===== src/rtl/ram_8_16_arbiter.sv =====
// Two-requester, single-issue controller for an 8x16 dual-port RAM with registered read data.
// Build option: define ARB_FIXED_PRI_EN for fixed priority (requester 0 first) instead of round-robin.

module ram_8_16_arbiter_ret #(
    parameter int DATA_W = 16
) (
    input  logic              clk,
    input  logic              clr_n,
    input  logic              hit,
    input  logic [DATA_W-1:0] ram_rdata,
    output logic              rvalid,
    output logic [DATA_W-1:0] rdata
);
    always_ff @(posedge clk or negedge clr_n) begin
        if (!clr_n) begin
            rvalid <= 1'b0;
            rdata  <= '0;
        end else begin
            rvalid <= hit;
            if (hit) rdata <= ram_rdata;
        end
    end
endmodule

module ram_8_16_arbiter #(
    parameter int DATA_W = 16,
    parameter int ADDR_W = 3
) (
    input  logic              clk,
    input  logic              clr_n,
    input  logic              req0,
    input  logic              req1,
    input  logic              rw0,
    input  logic              rw1,
    input  logic [ADDR_W-1:0] addr0,
    input  logic [ADDR_W-1:0] addr1,
    input  logic [DATA_W-1:0] wdata0,
    input  logic [DATA_W-1:0] wdata1,
    output logic              gnt0,
    output logic              gnt1,
    output logic              rvalid0,
    output logic              rvalid1,
    output logic [DATA_W-1:0] rdata0,
    output logic [DATA_W-1:0] rdata1,
    output logic              ram_clr,
    output logic              ram_we,
    output logic              ram_re,
    output logic [ADDR_W-1:0] ram_wr_addr,
    output logic [ADDR_W-1:0] ram_rd_addr,
    output logic [DATA_W-1:0] ram_wdata,
    input  logic [DATA_W-1:0] ram_rdata
);
    localparam int NREQ   = 2;
    localparam int STAGES = 2;

    typedef struct packed {
        logic              rw;
        logic [ADDR_W-1:0] addr;
        logic [DATA_W-1:0] wdata;
    } req_t;

    typedef struct packed {
        logic vld;
        logic id;
    } rd_tag_t;

    logic [NREQ-1:0]             req, gnt, elig, win, hit, rvalid;
    req_t [NREQ-1:0]             rq;
    logic [NREQ-1:0][DATA_W-1:0] rdata;
    logic                        sel;
    req_t                        op;
    rd_tag_t                     rd_issue;
    rd_tag_t [STAGES:1]          vld_pipe;

    assign req   = {req1, req0};
    assign rq[0] = {rw0, addr0, wdata0};
    assign rq[1] = {rw1, addr1, wdata1};

    // A requester granted this cycle sits out the next edge.
    assign elig = req & ~gnt;

`ifdef ARB_FIXED_PRI_EN
    always_comb begin
        win = '0;
        if (elig[0])      win = 2'b01;
        else if (elig[1]) win = 2'b10;
    end
`else
    logic last;

    always_comb begin
        win = '0;
        case (elig)
            2'b01:   win = 2'b01;
            2'b10:   win = 2'b10;
            2'b11:   win = last ? 2'b01 : 2'b10;
            default: win = '0;
        endcase
    end

    always_ff @(posedge clk or negedge clr_n) begin
        if (!clr_n)    last <= 1'b1;
        else if (|win) last <= sel;
    end
`endif

    assign sel      = win[1];
    assign op       = rq[sel];
    assign rd_issue = '{vld: (|win) & ~op.rw, id: sel};

    always_ff @(posedge clk or negedge clr_n) begin
        if (!clr_n) begin
            gnt         <= '0;
            ram_we      <= 1'b0;
            ram_re      <= 1'b0;
            ram_wr_addr <= '0;
            ram_rd_addr <= '0;
            ram_wdata   <= '0;
            vld_pipe    <= '0;
        end else begin
            gnt      <= win;
            ram_we   <= 1'b0;
            ram_re   <= 1'b0;
            vld_pipe <= {vld_pipe[1], rd_issue};
            // The address of the port not used this cycle keeps its old value.
            if (|win) begin
                if (op.rw) begin
                    ram_we      <= 1'b1;
                    ram_wr_addr <= op.addr;
                    ram_wdata   <= op.wdata;
                end else begin
                    ram_re      <= 1'b1;
                    ram_rd_addr <= op.addr;
                end
            end
        end
    end

    genvar g;
    generate
        for (g = 0; g < NREQ; g++) begin : g_ret
            assign hit[g] = vld_pipe[STAGES].vld && (32'(vld_pipe[STAGES].id) == g);
            ram_8_16_arbiter_ret #(.DATA_W(DATA_W)) u_ret (
                .clk       (clk),
                .clr_n     (clr_n),
                .hit       (hit[g]),
                .ram_rdata (ram_rdata),
                .rvalid    (rvalid[g]),
                .rdata     (rdata[g])
            );
        end
    endgenerate

    assign ram_clr = ~clr_n;
    assign gnt0    = gnt[0];
    assign gnt1    = gnt[1];
    assign rvalid0 = rvalid[0];
    assign rvalid1 = rvalid[1];
    assign rdata0  = rdata[0];
    assign rdata1  = rdata[1];
endmodule

===== config.mk =====
export PLATFORM = sky130hd
export DESIGN_NAME = ram_8_16_arbiter
export DESIGN_NICKNAME = d
export VERILOG_FILES = /design/src/rtl/ram_8_16_arbiter.sv
export SDC_FILE = /design/constraint.sdc
export NUM_CORES = 1
export LEC_CHECK = 0
export CAP_MARGIN = 20
export CORE_MARGIN = 5
export CORE_UTILIZATION = 44
export DETAILED_ROUTE_END_ITERATION = 6
export GPL_TIMING_DRIVEN = 0
export HOLD_SLACK_MARGIN = 0.08
export PLACE_DENSITY = 0.84
export SLEW_MARGIN = 30
export SYNTH_ARGS = -nofsm -noshare
export SYNTH_HDL_FRONTEND = slang
export SYNTH_SLANG_ARGS = --single-unit
export TNS_END_PERCENT = 10

===== constraint.sdc =====
create_clock -name clk -period 5 [get_ports clk]
set_clock_uncertainty 0.15 [all_clocks]
set_input_delay 1.5 -clock clk [delete_from_list [all_inputs] [get_ports clk]]
set_output_delay 1.5 -clock clk [all_outputs]
set_load 0.005 [all_outputs]

==> results of run 1 <==
[stage by stage]
| step | std cells | cell area [µm²] | util, % | power [mW] |
|---|---|---|---|---|
| 6_report | 378 | 4080 | 73.2 | 1.88 |
| 5_1_grt | 378 | 4080 | 73.2 | 1.99 |
| 4_1_cts | 378 | 4080 | 73.2 | 1.91 |
| 3_5_place_dp | 362 | 3850 | 69.2 | 1.41 |
| 3_3_place_gp | 361 | 3840 | 68.8 | 1.38 |
| 2_1_floorplan | 169 | 2550 | - | 0.968 |
[cell usage in the layout (no fill, tap or decap), types with 2 or more instances in the layout]
cell	instances
buf_6	4
clkbuf_1	4
o221a_2	3
and3b_1	2
clkbuf_8	11
inv_1	2
bufinv_16	2
dfrtp_1	62
clkdlybuf4s50_1	119
o221a_1	19
or3b_1	2
buf_2	4
nor3b_1	2
mux2_2	32
or3_1	22
[cell type report]
cell class,instances,share of cell area [%]
Buffer,11,1.90
Tap cell,72,2.21
Inverter,2,0.184
Multi-Input combinational cell,93,21.7
Sequential cell,63,38.7
Timing Repair Buffer,121,29.9
Clock inverter,3,1.60
Clock buffer,13,3.90
[layer usage]
metal	GRT usage (%)	wire length [µm]
met1	23.9	2630
met2	32.0	3290
met3	7.11	631
met4	7.34	98
met5	0	0
[sequential cells by signal, indices dropped and copies added, names as in the netlist]
register,flops
g_ret.u_ret.rdata,32
ram_wdata,16
ram_rd_addr,3
ram_wr_addr,3
g_ret.u_ret.rvalid,2
gnt,2
vld_pipe,2
last,1
ram_re,1
ram_we,1
[path summary, 6_finish.rpt]
kind                            startpoint              to
worst max-delay path                 clr_n         ram_clr
worst min-delay path                ram_re     vld_pipe[3]
min in group asynchronous            clr_n  ram_wr_addr[0]
max in group asynchronous            clr_n            last
worst max register to register      gnt[1]   ram_wdata[14]
worst min register to register      ram_re     vld_pipe[3]
[critical path: cells and delay by family]
kind / cells / cell delay (ps)
buffers and inverters: 3 / 920
[power by group through the flow]
stage / combinational [mW] / clock, mW / sequential [mW]
2_1_floorplan: 0.194 / 0 / 0.774
4_1_cts: 0.642 / 0.500 / 0.765
5_1_grt: 0.679 / 0.528 / 0.784
3_3_place_gp: 0.620 / 0 / 0.765
6_report: 0.630 / 0.491 / 0.762
3_5_place_dp: 0.639 / 0 / 0.770
[logic make-up after synthesis]
logic type,Yosys count,synth area share (%)
AOI/OAI and AO/OA,25,11.1
and+or+nand+nor,36,9.44
DFF,63,62.0
buffers and inverters,13,3.34
muxes,32,14.2
[cells in the mapped netlist (all sizes together)]
library cell	instances
dfrtp	62
or2b	1
inv	2
nor2	1
buf	8
nor2b	1
or3b	3
nand2b	1
o22ai	1
nand2	2
dfstp	1
a21o	1
mux2	32
o221a	22
o2bb2ai	1
nor3b	2
and3b	2
clkbuf	3
nand3b	1
or3	22
==> impl_metrics.yaml, run 1 <==
timing:
  fin_crit_ps: 4070
  worst_pin_slew_ps: 443
  finalSetupTns_ps: 0
  setup_viol: 0
  setup_slack_ps: 930
  rsz0062_at_grt: "no"
  hold_slack_ps: 239
  finalHoldViolCount: 0
  relSlewSlack_pct: 70.5
  max_freq_mhz: 246
  min_period_over_period_pct: 81.4
  drv_slew: 0
yosys:
  synth.avg_cell_area_um2: 15.1
  yosys-top-cells-area: "dfrtp_1 (61%), mux2_2 (14%), o221a_1 (8.4%), or3_1 (5.4%), buf_6 (1.8%)"
  ys_warn_count: 0
  syn_nets: 229
  synth-seq-cells: 63
  syn_inst: 169
  ys_types: 25
  syn-cell-area_mm2: 0.00255
  ys_seq_area_share_pct: 62.0
  yosys.area.top_type: "dfrtp_1"
  synth_top_area_share_pct: 60.9
global_routing:
  grt_pass1_wl_um: 11100
  grt_max_degree: 36
  grt_overflow: 0
  grtUsageTotal_pct: 19.6
  antenna_found_initial: 0
  first_global_vias: 2149
power:
  peakVddDrop_v: 0.000216
  p_comb_share_pct: 33.4
  p_leak_nw: 1.65
  switching_share_pct: 24.4
  powerDensity_mw_per_mm2: 462
  p_int_mw: 1.42
  pwr-share-clk_pct: 26.1
  seqPwrFrac_pct: 40.5
  power_switching_mw: 0.459
clock_tree:
  cts_sinks: 63
  htreeDepth: 3
  ctsLongestPathBuffers: 2
  cts-buffers-inserted: 9
  clk_latency_ps: 320
  cts_setup_buffers: 0
  post_cts_resized: 0
  cts_tree: "built"
  clk_pin_slew_ps: 60
  cts-root-buf: "clkbuf_8"
  postCtsHoldBufs: 0
floorplan:
  fp.dieH_um: 86.1
  core_mm2: 0.00557
  io_pins: 121
  dieWidth_um: 86.1
  start_util_pct: 45.7
  std_cell_rows: 27
  dieArea_mm2: 0.00741
placement:
  place_hpwl_um: 4940
  gp_congestion: 0.721
  dp_slack_ps: 886
  port_buffers: 120
final_layout:
  final_nets: 361
  drive_gt1_share_pct: 21.2
  seq_area_mm2: 0.00158
  n_fill_cell: 415
  n_antenna_cell: 0
  multiInputGateArea_um2: 883
  areaGrowthSynthToFinish_pct: 60.2
flow_run:
  drv_cap: 0
detailed_routing:
  drc: 0
  drt_iter0_markers: 46
  wl_per_cell_um: 17.6
  final_antenna_net_count: 0
  vias_per_cell: 5.21
  num_vias: 1968
  first_pass_iters: 4
  routed_wl_um: 6650
min_path:
  hold_path_depth: 0
  worstHoldPathType: "reg2reg"
critical_path:
  r2r_setup_slack_ps: 3220
  cp_max_fo: 35
  cp_slowest_stage_delay_ps: 460
  startpoint_type: "input pin"
  r2r_cells: 5
  cp.arrival_ps: 2420
  cp-end-kind: "output port"
  cp.required_ps: 3350
  slowest_stage: "clkdlybuf4s50_1"
  crit_type: "in2out"
  crit_chain: "buf_4 -> inv_1 -> clkdlybuf4s50_1"
outcome:
  outcome: "finished clean"
(Power assumes the default switching activity.)
==> run 2: changes to the inputs <==
--- a/config.mk
+++ b/config.mk
@@ -7,11 +7,11 @@
 export LEC_CHECK = 0
 export CAP_MARGIN = 20
 export CORE_MARGIN = 5
-export CORE_UTILIZATION = 44
+export CORE_UTILIZATION = 37
 export DETAILED_ROUTE_END_ITERATION = 6
 export GPL_TIMING_DRIVEN = 0
 export HOLD_SLACK_MARGIN = 0.08
-export PLACE_DENSITY = 0.84
+export PLACE_DENSITY = 0.76
 export SLEW_MARGIN = 30
 export SYNTH_ARGS = -nofsm -noshare
 export SYNTH_HDL_FRONTEND = slang
==> constraint.sdc (replaced) <==
create_clock -name clk -period 3.59 [get_ports clk]
set_clock_uncertainty 0.15 [all_clocks]
set_input_delay 1.077 -clock clk [delete_from_list [all_inputs] [get_ports clk]]
set_output_delay 1.077 -clock clk [all_outputs]
set_load 0.005 [all_outputs]
==> impl_metrics.yaml, run 2 (synthesized netlist as in run 1, its figures left out) <==
clock_tree:
  cts_setup_buffers: 0
  cts-buffers-inserted: 9
  cts_tree: "built"
  post_cts_resized: 0
  clk_latency_ps: 320
  htreeDepth: 3
  ctsLongestPathBuffers: 2
  cts_sinks: 63
  cts-root-buf: "clkbuf_8"
  postCtsHoldBufs: 0
  clk_pin_slew_ps: 60
critical_path:
  cp-end-kind: "output port"
  cp.arrival_ps: 2190
  reg2reg_to: "ram_wdata[6]"
  cp.required_ps: 2360
  r2r_cells: 5
  cp_slowest_stage_delay_ps: 440
  crit_chain: "buf_4 -> buf_12 -> inv_1 -> clkdlybuf4s50_1"
  reg2reg_from: "gnt[1]"
  startpoint_type: "input pin"
  cp_max_fo: 35
  slowest_stage: "clkdlybuf4s50_1"
  crit_type: "in2out"
  r2r_setup_slack_ps: 1850
power:
  powerDensity_mw_per_mm2: 638
  p_leak_nw: 1.65
  peakVddDrop_v: 0.000209
timing:
  min_period_over_period_pct: 95.2
  max_freq_mhz: 292
  worst_pin_slew_ps: 410
  fin_crit_ps: 3420
  setup_viol: 0
  hold_slack_ps: 236
  drv_slew: 0
  relSlewSlack_pct: 72.7
  rsz0062_at_grt: "no"
  finalHoldViolCount: 0
detailed_routing:
  vias_per_cell: 5.02
  routed_wl_um: 6450
  first_pass_iters: 4
  drt_iter0_markers: 36
  num_vias: 1939
  final_antenna_net_count: 0
  drc: 0
  wl_per_cell_um: 16.7
final_layout:
  final_common_cell: "clkdlybuf4s50_1"
  largestRegisters: "g_ret.u_ret.rdata (32), ram_wdata (16)"
  final_nets: 361
  drive_gt1_share_pct: 21.2
  largest_reg_flops: 32
  instances_no_fill: 386
  layout_common_cells: "clkdlybuf4s50_1 (119), dfrtp_1 (62), mux2_2 (32)"
  n_fill_cell: 576
  n_antenna_cell: 0
  top_register: "g_ret.u_ret.rdata"
  areaGrowthSynthToFinish_pct: 60.6
floorplan:
  core_mm2: 0.00676
  dieWidth_um: 93.0
  io_pins: 121
  start_util_pct: 37.7
  dieArea_mm2: 0.00864
  fp.dieH_um: 93.0
  std_cell_rows: 30
global_routing:
  grt_pass1_wl_um: 10400
  antenna_found_initial: 0
  first_global_vias: 2092
  grt_overflow: 0
  grtUsageTotal_pct: 15.5
  grt_max_degree: 36
flow_run:
  drv_cap: 0
min_path:
  worstHoldPathType: "reg2reg"
  hold_path_depth: 0
  holdPathEnd: "vld_pipe[3]"
  min_from: "ram_re"
placement:
  place_hpwl_um: 4790
  gp_congestion: 0.758
  numPlacedInstances: 370
  port_buffers: 120
outcome:
  outcome: "finished clean"
[run 2: cell counts in the layout (fill, tap and decap cells not counted)]
No cell type changed its count.
[run 2: final cells by class]
cell class | instances | area (µm²) | share of cell area, %
Clock buffer | 13 | 159 | 3.89
Timing Repair Buffer | 121 | 1220 | 29.8
Buffer | 11 | 77.6 | 1.90
Sequential cell | 63 | 1580 | 38.6
Inverter | 2 | 7.51 | 0.184
Tap cell | 80 | 100 | 2.45
Multi-Input combinational cell | 93 | 883 | 21.6
Clock inverter | 3 | 65.1 | 1.59
[run 2: critical path, delay by kind of cell]
| family | cells | cell delay [ps] |
|---|---|---|
| buf+inv | 4 | 1120 |
[run 2: worst max path at each step]
stage,cells after the start,end,slack (ps),from
2_1_floorplan,1,ram_clr,1240,clr_n
3_3_place_gp,3,ram_clr,-1880,clr_n
3_5_place_dp,4,ram_clr,130,clr_n
4_1_cts,4,ram_clr,120,clr_n
5_1_grt,4,ram_clr,40,clr_n
6_report,4,ram_clr,170,clr_n
[run 2: stage by stage]
stage | util, % | total power, mW | area [µm²] | setup TNS, ps | setup slack [ps]
6_report | 60.5 | 2.61 | 4090 | 0 | 171
5_1_grt | 60.5 | 2.76 | 4090 | 0 | 35.2
4_1_cts | 60.5 | 2.65 | 4090 | 0 | 125
3_5_place_dp | 57.2 | 1.95 | 3860 | 0 | 127
3_3_place_gp | 56.9 | 1.93 | 3850 | -48260 | -1880
2_1_floorplan | - | 1.35 | 2550 | 0 | 1240
[run 2: routing by layer]
layer | routed length [µm] | track usage [%] | up-vias | part of all wire, %
li1 | - | - | 907 | -
met1 | 2720 | 19.2 | 940 | 42
met2 | 3060 | 24.2 | 83 | 47
met3 | 586 | 5.85 | 9 | 9.1
met4 | 85 | 6.23 | 0 | 1.3
met5 | 0 | 0 | - | 0
[run 2: report_power, final]
group / total [mW] / leakage, nW / switching (mW) / internal, mW
sequential: 1.06 / 0.730 / 0.120 / 0.937
combinational: 0.870 / 0.810 / 0.252 / 0.617
clock: 0.683 / 0.114 / 0.254 / 0.429
total: 2.61 / 1.65 / 0.627 / 1.98
==> run 3: changes to the inputs <==
--- a/config.mk
+++ b/config.mk
@@ -12,7 +12,7 @@
 export GPL_TIMING_DRIVEN = 0
 export HOLD_SLACK_MARGIN = 0.08
 export PLACE_DENSITY = 0.76
-export SLEW_MARGIN = 30
+export SLEW_MARGIN = 20
 export SYNTH_ARGS = -nofsm -noshare
 export SYNTH_HDL_FRONTEND = slang
 export SYNTH_SLANG_ARGS = --single-unit
==> results of run 3 <==
Final layout, timing and power as in run 2 (identical DEF).
